## config.mk

```make
export PLATFORM = sky130hd
export DESIGN_NAME = seg_display_arbiter_flat
export DESIGN_NICKNAME = d
export VERILOG_FILES = /design/src/rtl/seg_display_if.sv /design/src/rtl/seg_display_arbiter.sv /design/src/flat_wrapper.sv
export SDC_FILE = /design/constraint.sdc
export NUM_CORES = 1
export LEC_CHECK = 0
export CAP_MARGIN = 5
export CORE_MARGIN = 2
export CORE_UTILIZATION = 43
export CTS_CLUSTER_SIZE = 28
export DETAILED_ROUTE_END_ITERATION = 10
export PLACE_DENSITY_LB_ADDON = 0.1
export SETUP_SLACK_MARGIN = 0.02
export SLEW_MARGIN = 20
export SYNTH_ARGS = -nofsm -noshare
export SYNTH_HDL_FRONTEND = slang
export SYNTH_SLANG_ARGS = --single-unit
```

## constraint.sdc

```tcl
create_clock -name clk_osc -period 2.7 [get_ports clk_osc]
set_input_delay 0.27 -clock clk_osc [delete_from_list [all_inputs] [get_ports clk_osc]]
set_output_delay 0.27 -clock clk_osc [all_outputs]
set_load 0.01 [all_outputs]
```

## src/rtl/seg_display_if.sv

```systemverilog
// Display bus between the service blocks and seg_display_arbiter.
// Everything on this bus is level-based. There is no valid/ready handshake.
interface seg_display_if;
    // Service side. Levels are sampled on every clk_osc edge:
    // - req is only acted on when the frame wraps.
    // - num*, time_num, cursor and alarm_flash are consumed per digit slot.
    logic [3:0]  req;
    logic [15:0] num0;
    logic [15:0] num1;
    logic [15:0] num2;
    logic [15:0] num3;
    logic [15:0] time_num;
    logic [3:0]  cursor;
    logic        alarm_flash;

    // Display side. All of these come straight from registers.
    logic [3:0]  anode;
    logic [6:0]  seg;
    logic [3:0]  grant;
    logic [1:0]  digit_idx;

    modport master (
        output req, num0, num1, num2, num3, time_num, cursor, alarm_flash,
        input  anode, seg, grant, digit_idx
    );

    modport slave (
        input  req, num0, num1, num2, num3, time_num, cursor, alarm_flash,
        output anode, seg, grant, digit_idx
    );
endinterface

```

## src/rtl/seg_display_arbiter.sv

```systemverilog
// Shares the 4-digit active-low 7-segment display between four services and the clock,
// with frame-aligned priority arbitration, cursor blink and alarm flash.
// Optional: define DISP_LEADING_ZERO_BLANK_EN to blank a leading zero on digit 3.
module seg_display_arbiter #(
    parameter int SCAN_DIV  = 65536,
    parameter int BLINK_DIV = 8388608
) (
    input  logic         clk_osc,
    input  logic         reset,
    seg_display_if.slave disp
);

    localparam int SCAN_W  = (SCAN_DIV  > 2) ? $clog2(SCAN_DIV)  : 1;
    localparam int BLINK_W = (BLINK_DIV > 2) ? $clog2(BLINK_DIV) : 1;
    localparam logic [SCAN_W-1:0]  SCAN_LAST  = SCAN_W'(SCAN_DIV - 1);
    localparam logic [BLINK_W-1:0] BLINK_LAST = BLINK_W'(BLINK_DIV - 1);

    localparam logic [3:0] ANODE_OFF = 4'b1111;
    localparam logic [6:0] SEG_OFF   = 7'b1111111;
    localparam logic [6:0] SEG_ALL   = 7'b0000000;

    logic [SCAN_W-1:0]  r_scan_cnt;
    logic [BLINK_W-1:0] r_blink_cnt;
    logic               r_blink_phase;
    logic [1:0]         r_digit_idx;
    logic [3:0]         r_grant;
    logic [3:0]         r_anode;
    logic [6:0]         r_seg;

    logic        w_scan_tc;
    logic        w_blink_tc;
    logic        w_frame_wrap;
    logic [3:0]  w_req_low;
    logic [15:0] w_src;
    logic [3:0]  w_nibble;
    logic [3:0]  w_anode_on;
    logic        w_owned;
    logic        w_cursor_here;
    logic        w_cursor_blank;
    logic        w_lz_blank;
    logic [6:0]  w_seg_dec;
    logic [3:0]  w_anode_nxt;
    logic [6:0]  w_seg_nxt;

    // Active-low {g,f,e,d,c,b,a} patterns. Nibbles 10..15 show as blank.
    function automatic logic [6:0] f_decode(input logic [3:0] i_nib);
        logic [6:0] v;
        case (i_nib)
            4'd0:    v = 7'b1000000;
            4'd1:    v = 7'b1111001;
            4'd2:    v = 7'b0100100;
            4'd3:    v = 7'b0110000;
            4'd4:    v = 7'b0011001;
            4'd5:    v = 7'b0010010;
            4'd6:    v = 7'b0000010;
            4'd7:    v = 7'b1111000;
            4'd8:    v = 7'b0000000;
            4'd9:    v = 7'b0010000;
            default: v = 7'b1111111;
        endcase
        return v;
    endfunction

    assign w_scan_tc    = (r_scan_cnt == SCAN_LAST);
    assign w_blink_tc   = (r_blink_cnt == BLINK_LAST);
    assign w_frame_wrap = w_scan_tc && (r_digit_idx == 2'd3);
    // Isolate the lowest set request bit. Bit 0 has the highest priority.
    assign w_req_low    = disp.req & (~disp.req + 4'd1);

    // Scan counter, digit slot and owner. The owner changes only on the 3->0 wrap.
    always_ff @(posedge clk_osc or posedge reset) begin
        if (reset) begin
            r_scan_cnt  <= '0;
            r_digit_idx <= 2'd0;
            r_grant     <= 4'b0000;
        end else if (w_scan_tc) begin
            r_scan_cnt  <= '0;
            r_digit_idx <= r_digit_idx + 2'd1;
            if (w_frame_wrap) begin
                r_grant <= w_req_low;
            end
        end else begin
            r_scan_cnt <= r_scan_cnt + SCAN_W'(1);
        end
    end

    // Blink timebase. It runs independently of the scan.
    always_ff @(posedge clk_osc or posedge reset) begin
        if (reset) begin
            r_blink_cnt   <= '0;
            r_blink_phase <= 1'b0;
        end else if (w_blink_tc) begin
            r_blink_cnt   <= '0;
            r_blink_phase <= ~r_blink_phase;
        end else begin
            r_blink_cnt <= r_blink_cnt + BLINK_W'(1);
        end
    end

    always_comb begin
        w_src = disp.time_num;
        case (r_grant)
            4'b0001: w_src = disp.num0;
            4'b0010: w_src = disp.num1;
            4'b0100: w_src = disp.num2;
            4'b1000: w_src = disp.num3;
            default: w_src = disp.time_num;
        endcase
    end

    always_comb begin
        w_nibble = w_src[3:0];
        case (r_digit_idx)
            2'd0: w_nibble = w_src[3:0];
            2'd1: w_nibble = w_src[7:4];
            2'd2: w_nibble = w_src[11:8];
            2'd3: w_nibble = w_src[15:12];
            default: w_nibble = w_src[3:0];
        endcase
    end

    assign w_anode_on     = ~(4'b0001 << r_digit_idx);
    assign w_owned        = (r_grant != 4'b0000);
    assign w_cursor_here  = disp.cursor[r_digit_idx];
    assign w_cursor_blank = w_owned && w_cursor_here && r_blink_phase;
    assign w_seg_dec      = f_decode(w_nibble);

`ifdef DISP_LEADING_ZERO_BLANK_EN
    // A zero being edited on digit 3 must stay visible, so the cursor wins.
    assign w_lz_blank = (r_digit_idx == 2'd3) && (w_nibble == 4'd0) &&
                        !(w_owned && disp.cursor[3]);
`else
    assign w_lz_blank = 1'b0;
`endif

    // Alarm flash takes precedence over cursor blink and leading-zero blanking.
    always_comb begin
        w_anode_nxt = w_anode_on;
        w_seg_nxt   = w_seg_dec;
        if (disp.alarm_flash) begin
            if (r_blink_phase) begin
                w_anode_nxt = ANODE_OFF;
                w_seg_nxt   = SEG_OFF;
            end else begin
                w_anode_nxt = w_anode_on;
                w_seg_nxt   = SEG_ALL;
            end
        end else if (w_cursor_blank || w_lz_blank) begin
            w_anode_nxt = ANODE_OFF;
            w_seg_nxt   = SEG_OFF;
        end
    end

    always_ff @(posedge clk_osc or posedge reset) begin
        if (reset) begin
            r_anode <= ANODE_OFF;
            r_seg   <= SEG_OFF;
        end else begin
            r_anode <= w_anode_nxt;
            r_seg   <= w_seg_nxt;
        end
    end

    assign disp.anode     = r_anode;
    assign disp.seg       = r_seg;
    assign disp.grant     = r_grant;
    assign disp.digit_idx = r_digit_idx;

endmodule

```

## src/flat_wrapper.sv

```systemverilog
// flat-port wrapper written by rule: the top's interface ports become plain ports
module seg_display_arbiter_flat 
#(
    parameter int SCAN_DIV  = 65536,
    parameter int BLINK_DIV = 8388608
)
  (clk_osc, reset, disp_req, disp_num0, disp_num1, disp_num2, disp_num3, disp_time_num, disp_cursor, disp_alarm_flash, disp_anode, disp_seg, disp_grant, disp_digit_idx);
  seg_display_if disp_i ();
  input  logic clk_osc;
  input  logic reset;
  input wire logic [$bits(disp_i.req)-1:0] disp_req;
  input wire logic [$bits(disp_i.num0)-1:0] disp_num0;
  input wire logic [$bits(disp_i.num1)-1:0] disp_num1;
  input wire logic [$bits(disp_i.num2)-1:0] disp_num2;
  input wire logic [$bits(disp_i.num3)-1:0] disp_num3;
  input wire logic [$bits(disp_i.time_num)-1:0] disp_time_num;
  input wire logic [$bits(disp_i.cursor)-1:0] disp_cursor;
  input wire logic [$bits(disp_i.alarm_flash)-1:0] disp_alarm_flash;
  output wire logic [$bits(disp_i.anode)-1:0] disp_anode;
  output wire logic [$bits(disp_i.seg)-1:0] disp_seg;
  output wire logic [$bits(disp_i.grant)-1:0] disp_grant;
  output wire logic [$bits(disp_i.digit_idx)-1:0] disp_digit_idx;
  assign disp_i.req = disp_req;
  assign disp_i.num0 = disp_num0;
  assign disp_i.num1 = disp_num1;
  assign disp_i.num2 = disp_num2;
  assign disp_i.num3 = disp_num3;
  assign disp_i.time_num = disp_time_num;
  assign disp_i.cursor = disp_cursor;
  assign disp_i.alarm_flash = disp_alarm_flash;
  assign disp_anode = disp_i.anode;
  assign disp_seg = disp_i.seg;
  assign disp_grant = disp_i.grant;
  assign disp_digit_idx = disp_i.digit_idx;
  seg_display_arbiter #(.SCAN_DIV(SCAN_DIV), .BLINK_DIV(BLINK_DIV)) u_core (.clk_osc(clk_osc), .reset(reset), .disp(disp_i));
endmodule
```

**After elaboration in Yosys (flattened, before gate mapping)**

Memory sizes are Yosys's and may differ from the RTL's.
Cells that the tools add are included.
W data, S select, Z words.

- Input bits: 91
- Word-level logic and storage cells: 45
- Output and inout bits: 17
- Bits in registers: 57
- Memories kept: 1
- ROM bits: 112

- Mux-type cells: 12
- Shift operators: 1
- Eq/ne operators: 9
- Reductions and logical operators: 6
- Order comparisons: 1
- Add/sub/neg operators: 4
- Bitwise logic cells: 4

Memories:

| memory | depth | bits a word | rd ports | clocked after memory_dff | wr ports | RTL line | source |
|---|---|---|---|---|---|---|---|
| (name not given) | 16 | 7 | 1 | 0 | 0 | seg_display_arbiter.sv:48 | `case (i_nib)` |

Operators by type and width:

| cell | number |
|---|---|
| $pmux W16 S4 | 1 |
| $add A23 B1 Y23 const B | 1 |
| $eq A23 B23 Y1 const B | 1 |
| $mux W23 | 1 |
| $mux W7 | 3 |
| $add A16 B1 Y16 const B | 1 |
| $eq A16 B16 Y1 const B | 1 |
| $mux W16 | 1 |
| $pmux W4 S4 | 1 |
| $mux W4 | 3 |
| $not A4 Y4 | 2 |
| $add A4 B1 Y4 const B | 1 |
| $and A4 B4 Y4 | 1 |
| $eq A2 B2 Y1 const B | 2 |
| $eq A4 B1 Y1 const B | 1 |
| $eq A4 B2 Y1 const B | 1 |
| $eq A4 B3 Y1 const B | 1 |
| $eq A4 B4 Y1 const B | 1 |
| $reduce_bool A4 Y1 | 1 |
| $shl A1 B2 Y4 const A | 1 |
| $logic_and A1 B1 Y1 | 3 |
| $lt A2 B3 Y1 const B | 1 |
| $add A2 B1 Y2 const B | 1 |
| $bmux W1 S2 | 1 |
| 5 further kinds | 5 |

**Logic depth before layout (Yosys ltp)**

- Depth after elaboration: 6
- Mapped depth: 12
- Depth with buffers taken out: 11

**Worst setup path before layout**

No wires, ideal clock.

- Kind: flip-flop to flip-flop
- Start: reg u_core.r_grant[0], in the netlist u_core.disp.grant[0]
- End: reg u_core.r_seg[1], in the netlist u_core.disp.seg[1]
- Clock period less this slack: 2.617 ns
- Setup time: 0.073 ns
- Stages on the path, launching flop included: 9
- Arrival: 2.544 ns
- Slack: 0.083 ns
- Path buffers: 1
- Required time: 2.627 ns
- Path through: dfrtp_1 buf_6 or4b_4 o211a_1 or4_1 a22oi_1 ha_1 a21o_1 a21oi_1

- Cells in the longest elaborated chain, start to end: 6
- Elaborated cells on any way between the ends: 12
- Classes of those cells: eq/ne: 4; mux: 4; reduce/logical: 3; memory: 1

RTL lines:

| item | RTL line | source |
|---|---|---|
| start, declared | seg_display_arbiter.sv:26 | `logic [3:0] r_grant;` |
| start signal, assigned | seg_display_arbiter.sv:80 | `r_grant <= w_req_low;` |
| $eq A4 B4 Y1, or another cell as far along | seg_display_arbiter.sv:102 | `case (r_grant)` |
| $pmux W16 S4 | seg_display_arbiter.sv:102 |  |
| $pmux W4 S4 | seg_display_arbiter.sv:113 | `case (r_digit_idx)` |
| $mem_v2 Z16 W7 | -- |  |
| $mux W7 * | seg_display_arbiter.sv:148 | `end else if (w_cursor_blank \|\| w_lz_blank) begin` |
| $mux W7 * | seg_display_arbiter.sv:140 | `if (disp.alarm_flash) begin` |
| net u_core.w_seg_nxt[1] | seg_display_arbiter.sv:43 | `logic [6:0] w_seg_nxt;` |
| end signal, assigned | seg_display_arbiter.sv:160 | `r_seg <= w_seg_nxt;` |
| end, declared | seg_display_arbiter.sv:28 | `logic [6:0] r_seg;` |

The timed path passes the listed nets; every way through them passes the cells marked *.
A chain may end at the register's enable or synchronous reset.

**Worst setup path after layout**

- Start: reg u_core.r_grant[3], in the netlist u_core.disp.grant[3]
- End: reg u_core.r_seg[2], in the netlist u_core.disp.seg[2]

Same word-level chain as after synthesis.

==> metrics.txt <==
status completed; kind of end point of the critical path flip-flop; CTS tree yes; Worst-Margin Slew 0.520 ns; WL met2 4620 um; sequential fraction of design power 46.4%; drt total wl 10,000 um; sequential area share after synthesis 41.0%; Initial Utilization 45.0%; WL met3 935 um; max cap viols 0; drt wl/cell 16.5 um; RD Place Congestion 0.853; critical path type flip-flop to flip-flop; initial antenna violation count 0; Slowest-stage cell, CP or4b_4; die footprint 0.00890 mm2; Mapped Nets 482; Detailed Route Iter0 Violations 155; Final Cycle Share 95.5%; Distinct cells, synth 57; Crit path largest cell delay 0.58 ns; Clock Skews 0.0127 ns; Area growth, synth to finish 43.4%; cts bufs inserted 9; total track usage 22.7%; clk_lat worst skew 0.33 ns; Worst VDD drop 0.350 mV; crit path launch type flip-flop; cts hold-fix bufs 0; row count 32; Core Box Area 0.00781 mm2; logic gate share of total power 13.4%; RR Startpoint u_core.disp.grant[3]$_DFFE_PP0P_; overflow left after global routing 0; largest fanout on the critical path 9; nets 601; Avg Cell Area, Syn 9.21 um2; H-Tree Depth 3; Max Slew Vio Count 0; Synth Warn # 0; arrival time worst endpoint 2.81 ns; fin crit period 2.58 ns; IO Count 108; Netlist Area Pre-Place 0.00351 mm2; Via Count 3,316; Vias/cell 5.46; Min-Delay Path Class primary input to async pin; Max Used Layer met4; antenna diode count 0; I/O Buffers 107; fin util 64.5%; Syn Inst Count 381; clock root buffer clkbuf_8; Routed Antenna Nets 0; clock-pin slew on the worst setup and hold paths 0.07 ns; endpoints failing setup 0; met1 WL 4280 um; Pwr per Cell Area 373 mW/mm2; setup repair after global routing missed its margin yes; Sw Ratio 22.4%; CP cell instances or4b_4 > o211ai_4 > a21oi_1 > o41ai_4 > inv_1 > ha_1 > a21o_1 > o21ai_0 > a21oi_1; share of cells above drive strength 1 14.7%; vias in the first global route 3,238; drt pass-1 iters 5; clock power share 40.2%; DRC Markers 0; Num Clock Sinks 57; FMAX 388 MHz; Setup TNS 0 ns; LEAKAGE 2.09 nW; FF-to-FF path depth 9; Sw Pwr 0.421 mW; Final Hold Vio Count 0; Int Pwr 1.46 mW; Most common cell on crit path a21oi_1; Post-synth ARST share 100%; Clock Path Buffers 2; ys flop type dfrtp_1; die span in y 94.4 um; Yosys reg bits 57; HPWL after DPL 7540 um; slew margin rel. 65.3%; WP data required 2.93 ns; number of synthesized flops with an enable pin 0; Die Wd 94.4 um; global-route wire length before repair 15,600 um; crit path launch u_core.disp.grant[3]$_DFFE_PP0P_; largest net degree at the start of global routing 35
==> power by group through the flow <==
| stage | logic, mW | registers, mW | clock network [mW] |
|---|---|---|---|
| floorplan | 0.0661 | 0.891 | 0 |
| global route | 0.270 | 0.872 | 0.815 |
| CTS | 0.248 | 0.872 | 0.785 |
| finish | 0.252 | 0.872 | 0.756 |
| detailed placement | 0.245 | 0.887 | 0 |
| global placement | 0.246 | 0.887 | 0 |
==> sequential cells by signal, summed over array words and instances, names as in the netlist <==
name	flops
u_core.disp.digit_idx	2
u_core.r_blink_cnt	23
u_core.disp.grant	4
u_core.r_blink_phase	1
u_core.r_scan_cnt	16
u_core.disp.seg	7
u_core.disp.anode	4
==> logic make-up (layout without fill, tap and decap cells) <==
group / Yosys count / count (layout) / share of synthesized area (%)
AOI/OAI and AO/OA: 92 / 92 / 18.7
xor gates and xnor gates: 38 / 38 / 9.48
adders and majority gates: 10 / 10 / 3.56
buffers and inverters: 30 / 154 / 3.88
DFF: 57 / 57 / 41.0
muxes: 3 / 3 / 1.25
and+or+nand+nor: 151 / 151 / 22.1
==> cell usage after synthesis, types with 3 or more instances <==
master	instances	area share, %
buf_1	3	0.32
a21oi_1	9	1.3
dfrtp_1	46	33
or2_2	3	0.53
and3b_1	6	1.5
o221ai_1	4	1.0
nand4_1	5	0.89
nor2_1	41	4.4
and3_1	11	2.0
a22o_1	5	1.2
nand2_1	35	3.7
clkbuf_1	10	1.1
a22oi_1	20	4.3
xor2_1	20	5.0
inv_1	10	1.1
ha_1	10	3.6
a211oi_1	4	0.86
dfstp_2	11	8.2
nor2b_1	7	1.2
xnor2_1	18	4.5
o21ai_0	24	3.4
buf_2	4	0.57
o22ai_1	3	0.53
nand3b_1	9	1.9
nand3_1	19	2.7
==> timing repair <==
| action | in CTS | in global routing |
|---|---|---|
| pin swaps | 0 | 2 |
| endpoints found under the setup margin | 2 | 7 |
| resized for setup | 1 | 17 |
| setup buffers | 0 | 2 |
==> cell type report <==
class / instances / area (um2)
fillers: 655 / 2770
multi-input cells: 294 / 1990
flip-flops and latches: 57 / 1450
repair buffers: 128 / 1240
clock buffers: 11 / 131
well taps: 102 / 128
clock inverters: 5 / 56.3
inverters: 10 / 37.5
==> per-layer routing <==
| layer | vias to the layer above | GRT usage [%] |
|---|---|---|
| li1 | 1607 | - |
| met1 | 1553 | 29.4 |
| met2 | 139 | 37.8 |
| met3 | 17 | 6.23 |
| met4 | 0 | 6.16 |
| met5 | - | 0 |
==> metrics by stage <==
stage          hold slack [ns]  std cells  total power [mW]  worst slack [ns]  area [um2]
4_1_cts                  0.292        605              1.90            0.0332        4960
6_report                 0.299        607              1.88             0.121        5030
3_5_place_dp             0.451        589              1.13            0.0131        4770
2_1_floorplan            0.406        381             0.958            0.0828        3510
3_3_place_gp             0.448        589              1.13            0.0820        4770
5_1_grt                  0.360        607              1.96            0.0135        5030
==> worst paths after layout <==
kind / endpoint / slack (ns)
setup / recovery: u_core.disp.seg[2]$_DFF_PP1_ / 0.12
hold / removal: u_core.r_scan_cnt[9]$_DFF_PP0_ / 0.30
setup reg to reg: u_core.disp.seg[2]$_DFF_PP1_ / 0.12
hold reg to reg: u_core.r_blink_cnt[8]$_DFF_PP0_ / 0.46
max in group asynchronous: u_core.disp.seg[6]$_DFF_PP1_ / 1.78
min in group clk_osc: u_core.r_blink_cnt[8]$_DFF_PP0_ / 0.46
==> cell usage in the layout (no fill, tap or decap), types with 10 or more instances in the layout <==
cell,instances
nor2_1,38
a22oi_1,18
buf_4,19
nand3_1,19
dfrtp_1,42
ha_1,10
o21ai_0,24
nand2_1,35
clkdlybuf4s50_1,107
dfstp_2,11
and3_1,11
xor2_1,20
xnor2_1,17
==> worst max-delay path, delay by kind of cell, from the launching register on <==
| kind | cells | cell delay [ns] |
|---|---|---|
| AOI/OAI and AO/OA | 6 | 1.10 |
| and+or+nand+nor | 1 | 0.58 |
| DFF | 1 | 0.46 |
| adders and majority gates | 1 | 0.22 |
| buffers and inverters | 1 | 0.12 |
Power figures use the tool's default switching activity.
